[src/rtl/disp_pkg.sv]
// Shared definitions for the display code bus.
// A digit code is 6 bits: [5] blink, [4] dot (0 lights the DP), [3:0] symbol.
// Eight codes are packed {led7, ..., led0}; led0 is the rightmost digit.
package disp_pkg;

  localparam int DIGIT_W    = 6;
  localparam int NUM_DIGITS = 8;

  localparam int BLINK_BIT = 5;
  localparam int DOT_BIT   = 4;
  localparam int CODE_MSB  = 3;

  localparam logic [CODE_MSB:0] CODE_DASH  = 4'd10;
  localparam logic [CODE_MSB:0] CODE_BLANK = 4'd15;

endpackage

[src/rtl/seg_scan_driver_if.sv]
// Display code bus between the clock UI (master) and the scan driver (slave).
//   digits      : eight packed 6-bit digit codes, master -> slave
//   an          : digit enables, an[k] drives digit k
//   seg         : segments {g,f,e,d,c,b,a}
//   dp          : decimal point
//   frame_start : one-clock pulse when the driver snapshots digits
interface seg_scan_driver_if;
  import disp_pkg::*;

  logic [DIGIT_W*NUM_DIGITS-1:0] digits;
  logic [NUM_DIGITS-1:0]         an;
  logic [6:0]                    seg;
  logic                          dp;
  logic                          frame_start;

  modport master (output digits, input an, seg, dp, frame_start);
  modport slave  (input digits, output an, seg, dp, frame_start);

endinterface

[src/rtl/seg7_decode.sv]
// Combinational symbol decoder.
//   code : 4-bit BCD/symbol code (0-9 digits, 10 dash, 11-15 blank)
//   seg  : active-high segments {g,f,e,d,c,b,a}
module seg7_decode
  import disp_pkg::*;
(
  input  logic [CODE_MSB:0] code,
  output logic [6:0]        seg
);

  always_comb begin
    seg = 7'b0000000;
    case (code)
      4'd0:      seg = 7'b0111111;
      4'd1:      seg = 7'b0000110;
      4'd2:      seg = 7'b1011011;
      4'd3:      seg = 7'b1001111;
      4'd4:      seg = 7'b1100110;
      4'd5:      seg = 7'b1101101;
      4'd6:      seg = 7'b1111101;
      4'd7:      seg = 7'b0000111;
      4'd8:      seg = 7'b1111111;
      4'd9:      seg = 7'b1101111;
      CODE_DASH: seg = 7'b1000000;
      4'd11, 4'd12, 4'd13, 4'd14, CODE_BLANK: seg = 7'b0000000;
      default:   seg = 7'b0000000;
    endcase
  end

endmodule

[src/rtl/seg_scan_driver.sv]
// Time-multiplexed 8-digit 7-segment scan driver.
//   clk, rst_n : clock, asynchronous active-low reset
//   bus        : slave side of the display code bus (digits in; an, seg, dp,
//                frame_start out, all registered)
// Each digit owns DIGIT_DIV clocks; the first DEAD_CYCLES of every slot are
// blanked to suppress ghosting. The eight codes are captured once per frame
// (idx 0, cnt 0) so a frame never mixes old and new values.
module seg_scan_driver
  import disp_pkg::*;
#(
  parameter int DIGIT_DIV      = 100000,
  parameter int DEAD_CYCLES    = 1000,
  parameter int BLINK_DIV      = 25000000,
  parameter int SEG_ACTIVE_LOW = 1,
  parameter int AN_ACTIVE_LOW  = 1
) (
  input  logic              clk,
  input  logic              rst_n,
  seg_scan_driver_if.slave  bus
);

  localparam int CW = (DIGIT_DIV > 1) ? $clog2(DIGIT_DIV) : 1;
  localparam int BW = (BLINK_DIV > 1) ? $clog2(BLINK_DIV) : 1;
  localparam int FW = DIGIT_W * NUM_DIGITS;

  localparam logic [CW-1:0] CNT_LAST   = CW'(DIGIT_DIV - 1);
  localparam logic [CW-1:0] CNT_DEAD   = CW'(DEAD_CYCLES);
  localparam logic [BW-1:0] BLINK_LAST = BW'(BLINK_DIV - 1);

  // Reset frame: symbol 0 with the dot off on every digit.
  localparam logic [DIGIT_W-1:0] IDLE_CODE = 6'b010000;

  localparam logic [NUM_DIGITS-1:0] AN_OFF  = (AN_ACTIVE_LOW != 0) ? '1 : '0;
  localparam logic [6:0]            SEG_OFF = (SEG_ACTIVE_LOW != 0) ? '1 : '0;
  localparam logic                  DP_OFF  = (SEG_ACTIVE_LOW != 0);

  logic [CW-1:0]           cnt_reg, cnt_next;
  logic [2:0]              idx_reg, idx_next;
  logic [BW-1:0]           blink_cnt_reg, blink_cnt_next;
  logic                    blink_phase_reg, blink_phase_next;
  logic [FW-1:0]           frame_reg, frame_next;
  logic [NUM_DIGITS-1:0]   an_reg, an_next;
  logic [6:0]              seg_reg, seg_next;
  logic                    dp_reg, dp_next;
  logic                    frame_start_reg, frame_start_next;

  logic [DIGIT_W-1:0]      codes [NUM_DIGITS];
  logic [DIGIT_W-1:0]      sel_code;
  logic [6:0]              seg_raw;
  logic                    snap, blank;
  logic [NUM_DIGITS-1:0]   an_hi;
  logic [6:0]              seg_hi;
  logic                    dp_hi;

  for (genvar gi = 0; gi < NUM_DIGITS; gi++) begin : g_codes
    assign codes[gi] = frame_reg[gi*DIGIT_W +: DIGIT_W];
  end

  assign sel_code = codes[idx_reg];

  seg7_decode u_decode (
    .code (sel_code[CODE_MSB:0]),
    .seg  (seg_raw)
  );

  always_comb begin
    cnt_next         = cnt_reg + CW'(1);
    idx_next         = idx_reg;
    blink_cnt_next   = blink_cnt_reg + BW'(1);
    blink_phase_next = blink_phase_reg;
    frame_next       = frame_reg;

    if (cnt_reg == CNT_LAST) begin
      cnt_next = '0;
      idx_next = idx_reg + 3'd1;
    end

    if (blink_cnt_reg == BLINK_LAST) begin
      blink_cnt_next   = '0;
      blink_phase_next = ~blink_phase_reg;
    end

    snap = (idx_reg == 3'd0) && (cnt_reg == '0);
    if (snap) begin
      frame_next = bus.digits;
    end

    // Dead time and the hidden half of a blinking digit look identical.
    blank  = (cnt_reg < CNT_DEAD) || (sel_code[BLINK_BIT] && blink_phase_reg);
    an_hi  = blank ? '0 : (NUM_DIGITS'(1) << idx_reg);
    seg_hi = blank ? '0 : seg_raw;
    dp_hi  = ~blank & ~sel_code[DOT_BIT];

    an_next          = (AN_ACTIVE_LOW != 0) ? ~an_hi : an_hi;
    seg_next         = (SEG_ACTIVE_LOW != 0) ? ~seg_hi : seg_hi;
    dp_next          = (SEG_ACTIVE_LOW != 0) ? ~dp_hi : dp_hi;
    frame_start_next = snap;
  end

  always_ff @(posedge clk or negedge rst_n) begin
    if (!rst_n) begin
      cnt_reg         <= '0;
      idx_reg         <= '0;
      blink_cnt_reg   <= '0;
      blink_phase_reg <= 1'b0;
      frame_reg       <= {NUM_DIGITS{IDLE_CODE}};
      an_reg          <= AN_OFF;
      seg_reg         <= SEG_OFF;
      dp_reg          <= DP_OFF;
      frame_start_reg <= 1'b0;
    end else begin
      cnt_reg         <= cnt_next;
      idx_reg         <= idx_next;
      blink_cnt_reg   <= blink_cnt_next;
      blink_phase_reg <= blink_phase_next;
      frame_reg       <= frame_next;
      an_reg          <= an_next;
      seg_reg         <= seg_next;
      dp_reg          <= dp_next;
      frame_start_reg <= frame_start_next;
    end
  end

  assign bus.an          = an_reg;
  assign bus.seg         = seg_reg;
  assign bus.dp          = dp_reg;
  assign bus.frame_start = frame_start_reg;

endmodule
[src/flat_wrapper.sv]
// flat-port wrapper written by rule: the top's interface ports become plain ports
module seg_scan_driver_flat import disp_pkg::*;
#(
  parameter int DIGIT_DIV      = 100000,
  parameter int DEAD_CYCLES    = 1000,
  parameter int BLINK_DIV      = 25000000,
  parameter int SEG_ACTIVE_LOW = 1,
  parameter int AN_ACTIVE_LOW  = 1
)
  (clk, rst_n, bus_digits, bus_an, bus_seg, bus_dp, bus_frame_start);
  seg_scan_driver_if bus_i ();
  input  logic clk;
  input  logic rst_n;
  input wire logic [$bits(bus_i.digits)-1:0] bus_digits;
  output wire logic [$bits(bus_i.an)-1:0] bus_an;
  output wire logic [$bits(bus_i.seg)-1:0] bus_seg;
  output wire logic [$bits(bus_i.dp)-1:0] bus_dp;
  output wire logic [$bits(bus_i.frame_start)-1:0] bus_frame_start;
  assign bus_i.digits = bus_digits;
  assign bus_an = bus_i.an;
  assign bus_seg = bus_i.seg;
  assign bus_dp = bus_i.dp;
  assign bus_frame_start = bus_i.frame_start;
  seg_scan_driver #(.DIGIT_DIV(DIGIT_DIV), .DEAD_CYCLES(DEAD_CYCLES), .BLINK_DIV(BLINK_DIV), .SEG_ACTIVE_LOW(SEG_ACTIVE_LOW), .AN_ACTIVE_LOW(AN_ACTIVE_LOW)) u_core (.clk(clk), .rst_n(rst_n), .bus(bus_i));
endmodule
[config.mk]
export PLATFORM = sky130hd
export DESIGN_NAME = seg_scan_driver_flat
export DESIGN_NICKNAME = d
export VERILOG_FILES = /design/src/rtl/disp_pkg.sv /design/src/rtl/seg_scan_driver_if.sv /design/src/rtl/seg7_decode.sv /design/src/rtl/seg_scan_driver.sv /design/src/flat_wrapper.sv
export SDC_FILE = /design/constraint.sdc
export NUM_CORES = 1
export LEC_CHECK = 0
export ABC_AREA = 1
export BUFFER_PORTS_ARGS = -buffer_cell sky130_fd_sc_hd__buf_2
export CAP_MARGIN = 30
export CORE_MARGIN = 2
export CORE_UTILIZATION = 55
export CTS_CLUSTER_DIAMETER = 40
export CTS_CLUSTER_SIZE = 25
export DETAILED_ROUTE_END_ITERATION = 7
export GPL_ROUTABILITY_DRIVEN = 0
export PLACE_DENSITY_LB_ADDON = 0.1
export SLEW_MARGIN = 5
export SYNTH_ARGS = -nofsm -noshare
export SYNTH_HDL_FRONTEND = slang
export SYNTH_SLANG_ARGS = --single-unit
[constraint.sdc]
create_clock -name clk -period 3.71 [get_ports clk]
set_input_delay 0.742 -clock clk [delete_from_list [all_inputs] [get_ports clk]]
set_output_delay 0.742 -clock clk [all_outputs]
set_load 0.1 [all_outputs]
# Word-level counts from Yosys, hierarchy flattened
# Memory sizes are Yosys's and may differ from the RTL's.
# Index checks and enable logic that the tools add are counted.
dict set report totals {
  inputBits 50
  ff_bits 111
  memories 1
  rom_bits 112
}
dict set report op_classes {
  eq_ne 2
  magnitude_cmp 2
  bitwise_logic 8
  n_reduce_logical 5
  mux 7
  shifts 1
  add_sub_neg 3
}
# name words width read_ports rd_ports_with_merged_regs wr line
set memory_table {}
lappend memory_table {{(no name shown)} 16 7 1 0 0 seg7_decode.sv:13} ;# case (code)
# operator count
set op_table {}
lappend op_table {{25-bit by 1-bit adder with 25-bit output, second input constant} 1}
lappend op_table {{25-bit equality test, second input constant} 1}
lappend op_table {{25-bit 2-to-1 mux} 1}
lappend op_table {{6-bit binary-select mux with 3-bit select} 1}
lappend op_table {{17-bit by 1-bit adder with 17-bit output, second input constant} 1}
lappend op_table {{17-bit equality test, second input constant} 1}
lappend op_table {{17-bit logical NOT} 1}
lappend op_table {{17-bit by 10-bit < comparator with 1-bit output, second input constant} 1}
lappend op_table {{17-bit 2-to-1 mux} 1}
lappend op_table {{6-bit 2-to-1 mux} 2}
lappend op_table {{8-bit 2-to-1 mux} 1}
lappend op_table {{8-bit inverter} 1}
lappend op_table {{1-bit by 3-bit << shifter with 8-bit output, first input constant} 1}
lappend op_table {{7-bit 2-to-1 mux} 1}
lappend op_table {{7-bit inverter} 1}
lappend op_table {{4-bit greater-or-equal comparator, second input constant} 1}
lappend op_table {{1-bit inverter} 4}
lappend op_table {{3-bit inverter with 4-bit output} 1}
lappend op_table {{3-bit by 1-bit adder with 3-bit output, second input constant} 1}
lappend op_table {{3-bit logical NOT} 1}
lappend op_table {{1-bit logical AND} 2}
lappend op_table {{1-bit bitwise AND} 1}
lappend op_table {{1-bit logical OR} 1}

# Depth between registers and ports, before layout
dict set report logic_depth {
  word_depth 9
  ltp_mapped 16
}

# Cells and area by module
# From an unflattened synthesis, not the netlist that was laid out.
dict set report hier_totals {
  hier_cells 770
  hier_area_um2 5793.1
}
# module area_each_um2 seq_area_each_um2 cells_each instances
set by_module_without_submodules {}
lappend by_module_without_submodules {seg_scan_driver 5577.8 2807.7 730 1}
lappend by_module_without_submodules {seg7_decode 215.2 0.0 40 1}

# Worst setup path before layout
# OpenSTA, ideal clock, no wires.
dict set report synth_timing {
  path_type {register -> register}
  start {register u_core.idx_reg[0]}
  end {register u_core.frame_reg[30]}
  period_less_slack_ns 1.876
  path_slack_ns 1.834
  setup_ns 0.116
  n_path_buf 4
  stages_incl_launch_ff 12
  t_required_ns 3.594
  arrival_time_ns 1.759
  path_cell_list {dfrtp_1 -> buf_4 -> inv_4 -> buf_2 -> ha_1 -> nand4_1 -> nor2_1 -> nand3_2 -> buf_4 -> buf_2 -> nand2_1 -> nand2_1}
}
dict set report synth_via {
  elab_chain_cells 2
}
# item line
set synth_rtl {}
lappend synth_rtl {{start, declared} seg_scan_driver.sv:38} ;# logic [2:0] idx_reg, idx_next;
lappend synth_rtl {{start signal, assigned} seg_scan_driver.sv:113} ;# idx_reg <= idx_next;
lappend synth_rtl {{3-bit logical NOT} seg_scan_driver.sv:83} ;# snap = (idx_reg == 3'd0) && (cnt_reg == '0);
lappend synth_rtl {{1-bit logical AND} seg_scan_driver.sv:83}
lappend synth_rtl {{end signal, assigned} seg_scan_driver.sv:106} ;# frame_reg <= {NUM_DIGITS{IDLE_CODE}};
lappend synth_rtl {{end signal, assigned} seg_scan_driver.sv:116} ;# frame_reg <= frame_next;
lappend synth_rtl {{end, declared} seg_scan_driver.sv:41} ;# logic [FW-1:0] frame_reg, frame_next;
# No other way between the ends.
# A chain may end at the register's enable or synchronous reset.

# Final worst setup path
dict set report layout_timing {
  start {register u_core.idx_reg[0]}
  end {register u_core.frame_reg[7]}
}
# Same word-level chain as after synthesis.

==> metrics.txt <==
status finished clean; grt met3 use 5.52%; number of diodes 0; Worst EP required 4040 ps; synthesized area 5780 um2; largest net degree at the start of global routing 60; met1 usage 30.8%; Register Area 2810 um2; critical path class reg -> reg; HP Class in -> async; setup TNS 0 ps; final hold violation count 0; synthesis-to-finish area growth 10.1%; Final HPWL DP 9330 um; top_reg_cell synth dfrtp_1; Crit. End Element flop; Leakage 3.30 nW; r2r worst-path depth 8; period utilisation layout 69.1%; clock-pin slew on the worst setup and hold paths 100 ps; Root Driver clkbuf_8; CTS Hold Bufs 0; die area 11300 um2; peak supply drop 247 uV; Yosys warning count 0; Worst setup SP type flop; clk_lat worst skew 390 ps; antenna-violating nets left 0; count of final max-slew check failures 0; Crit path arrival time 2890 ps; Core ar. 10300 um2; largest family of logic cells by synthesized area simple AND/OR/NAND/NOR gates; register area share after synthesis 48.6%; Synth area leader dfrtp_1; CTS sink cnt 111; area of the multi-input gates 2450 um2; Die Y 106 um; # nets final 882; Max Clk Rate 390 MHz; RSZ-0062 raised after global routing no; Starting DRT DRC Count 286; vias post-DR 4868; Slew HR 42.2%; total CTS buffers 9; Die W 106 um; RR Endpoint u_core.frame_reg[7]$_DFFE_PN0P_; CTS tree yes; Synth Area in Adders 3.03%; global-route wire length before repair 21900 um; via/cell ratio 5.08; antenna violations before repair 0; DRC errors left 0; r2r setup slk 1150 ps; Compound-Gate Fraction of Synth Area 1.47%; I/O pins 67; Rows 37; Synth area leaders dfrtp_1, nand2_1, dfstp_2; Tightest Pin Transition 867 ps; final WL 12700 um; I/O Buffers 66; Async SR Flop Fraction 100%; instance count of the mapped netlist 759; Max-cap violations 0; Syn Area/Cell 7.61 um2; grt total ovfl 0; fin crit period 2560 ps; count of final setup violators 0; worst slack, placed 1170 ps; GR peak layer met2; final worst slack 1150 ps; count leader, synth nand2_1; list of most frequent post-synthesis cells nand2_1, inv_1, dfrtp_1; PwrDens 321 nW/um2; grt met2 use 40.6%; top cell type's share of synthesized area 37.7%; Netlist cell types 29; Layout fillers 992; vias in the first global route 4791; post-synthesis mux area share 0%; layout cell share with drive strength beyond 1 15.2%; max reg flops 48; Yosys reg bits 111; DRT Pass-1 Iters 6; overall routing resource usage 24.2%; r2r startpoint u_core.idx_reg[0]$_DFFE_PN0N_; initial cell density of the core 56.2%; crit-path max FO 49; Clock Path Buffers 2; Post-synth EDFFs 0; syn nets 823; drt wl/cell 13.3 um; Post-CTS Resized 0; Post-Synth Simple-Gate Area 34.1%; H-tree depth 3; Setup Buffers After CTS 0; XOR/XNOR Fraction of Synth Area 3.79%; Clock Skew 6.30 ps
report_power, final:
| part | switching [mW] | internal, mW |
|---|---|---|
| Combinational | 0.0674 | 0.0450 |
| Clock | 0.409 | 0.262 |
| Sequential | 0.0171 | 1.24 |
cell families (layout without fill, tap and decap cells):
logic type               Yosys count  count (layout)
XOR/XNOR                          25              25
AND/OR/NAND/NOR                  470             470
flip-flops                       111             111
AO/OA/AOI/OAI                     16              16
buffers and inverters            123             187
adder cells (fa/ha/maj)           14              14
worst max path at each step:
stage / startpoint / slack (ps) / depth (start not counted) / to
2_1_floorplan: u_core.idx_reg[0]$_DFFE_PN0N_ / 1830 / 11 / u_core.frame_reg[30]$_DFFE_PN0P_
3_3_place_gp: u_core.idx_reg[0]$_DFFE_PN0N_ / 1230 / 8 / u_core.frame_reg[39]$_DFFE_PN0P_
3_5_place_dp: u_core.idx_reg[0]$_DFFE_PN0N_ / 1170 / 8 / u_core.frame_reg[42]$_DFFE_PN0P_
4_1_cts: u_core.idx_reg[0]$_DFFE_PN0N_ / 1130 / 8 / u_core.frame_reg[5]$_DFFE_PN0P_
5_1_grt: u_core.idx_reg[0]$_DFFE_PN0N_ / 870 / 8 / u_core.frame_reg[5]$_DFFE_PN0P_
6_report: u_core.idx_reg[0]$_DFFE_PN0N_ / 1150 / 8 / u_core.frame_reg[7]$_DFFE_PN0P_
worst max-delay path, cell delays in order (launching register included):
cell and delay, ps:
dfrtp_1 710, inv_4 380, ha_1 250, nand4_1 100
nor2_1 140, nand3_2 100, inv_2 570, nand2_1 140
nand2_1 90
stage by stage:
step | hold WS (ps) | util (%) | power [mW] | area, um2 | std cells
floorplan | 432 | - | 1.32 | 5780 | 759
global placement | 447 | 60.1 | 1.39 | 6180 | 943
detailed placement | 457 | 60.1 | 1.39 | 6180 | 943
CTS | 397 | 61.8 | 2.07 | 6360 | 959
global route | 411 | 61.8 | 2.13 | 6360 | 959
finish | 373 | 61.8 | 2.04 | 6360 | 959
cell usage in the layout (no fill, tap or decap):
cell        netlist  final
buf_12            0      1
a21oi_1           2      2
clkbuf_1          3      1
nand2_2           2      2
inv_4             1      1
clkinv_4          0      1
clkinv_2          0      2
ha_1             14     14
nand4_1          15     15
dfrtp_1          87     87
or2_2             1      1
nor3_1           23     23
clkbuf_8          0     10
inv_2             7      7
clkinvlp_4        0      2
nor4_1            2      2
nand3_1          62     62
o211ai_1          1      1
o21ai_0          11     11
o22ai_1           2      2
buf_2            10     65
nor3_2            1      1
buf_4             5      3
nor2_1           71     71
nor3_4            1      1
nand3b_1          1      1
nand3_2           3      3
xnor2_1           1      1
xor2_1           24     24
inv_1            94     94
dfstp_2          24     24
nor4_2            1      1
nand2_1         287    287
area by class of cell:
cell class	count	area share [%]
clock buffer	11	2.22
timing repair buffer	69	5.79
tap	136	2.68
clock inverter	5	0.531
multi-input combinational	525	38.5
inverter	102	6.06
sequential	111	44.2
routing by layer:
metal	vias to the layer above	routed length [um]
li1	2441	-
met1	2263	5610
met2	133	6190
met3	31	596
met4	0	309
met5	-	0
Note: power is estimated with default switching activity, not from simulation.
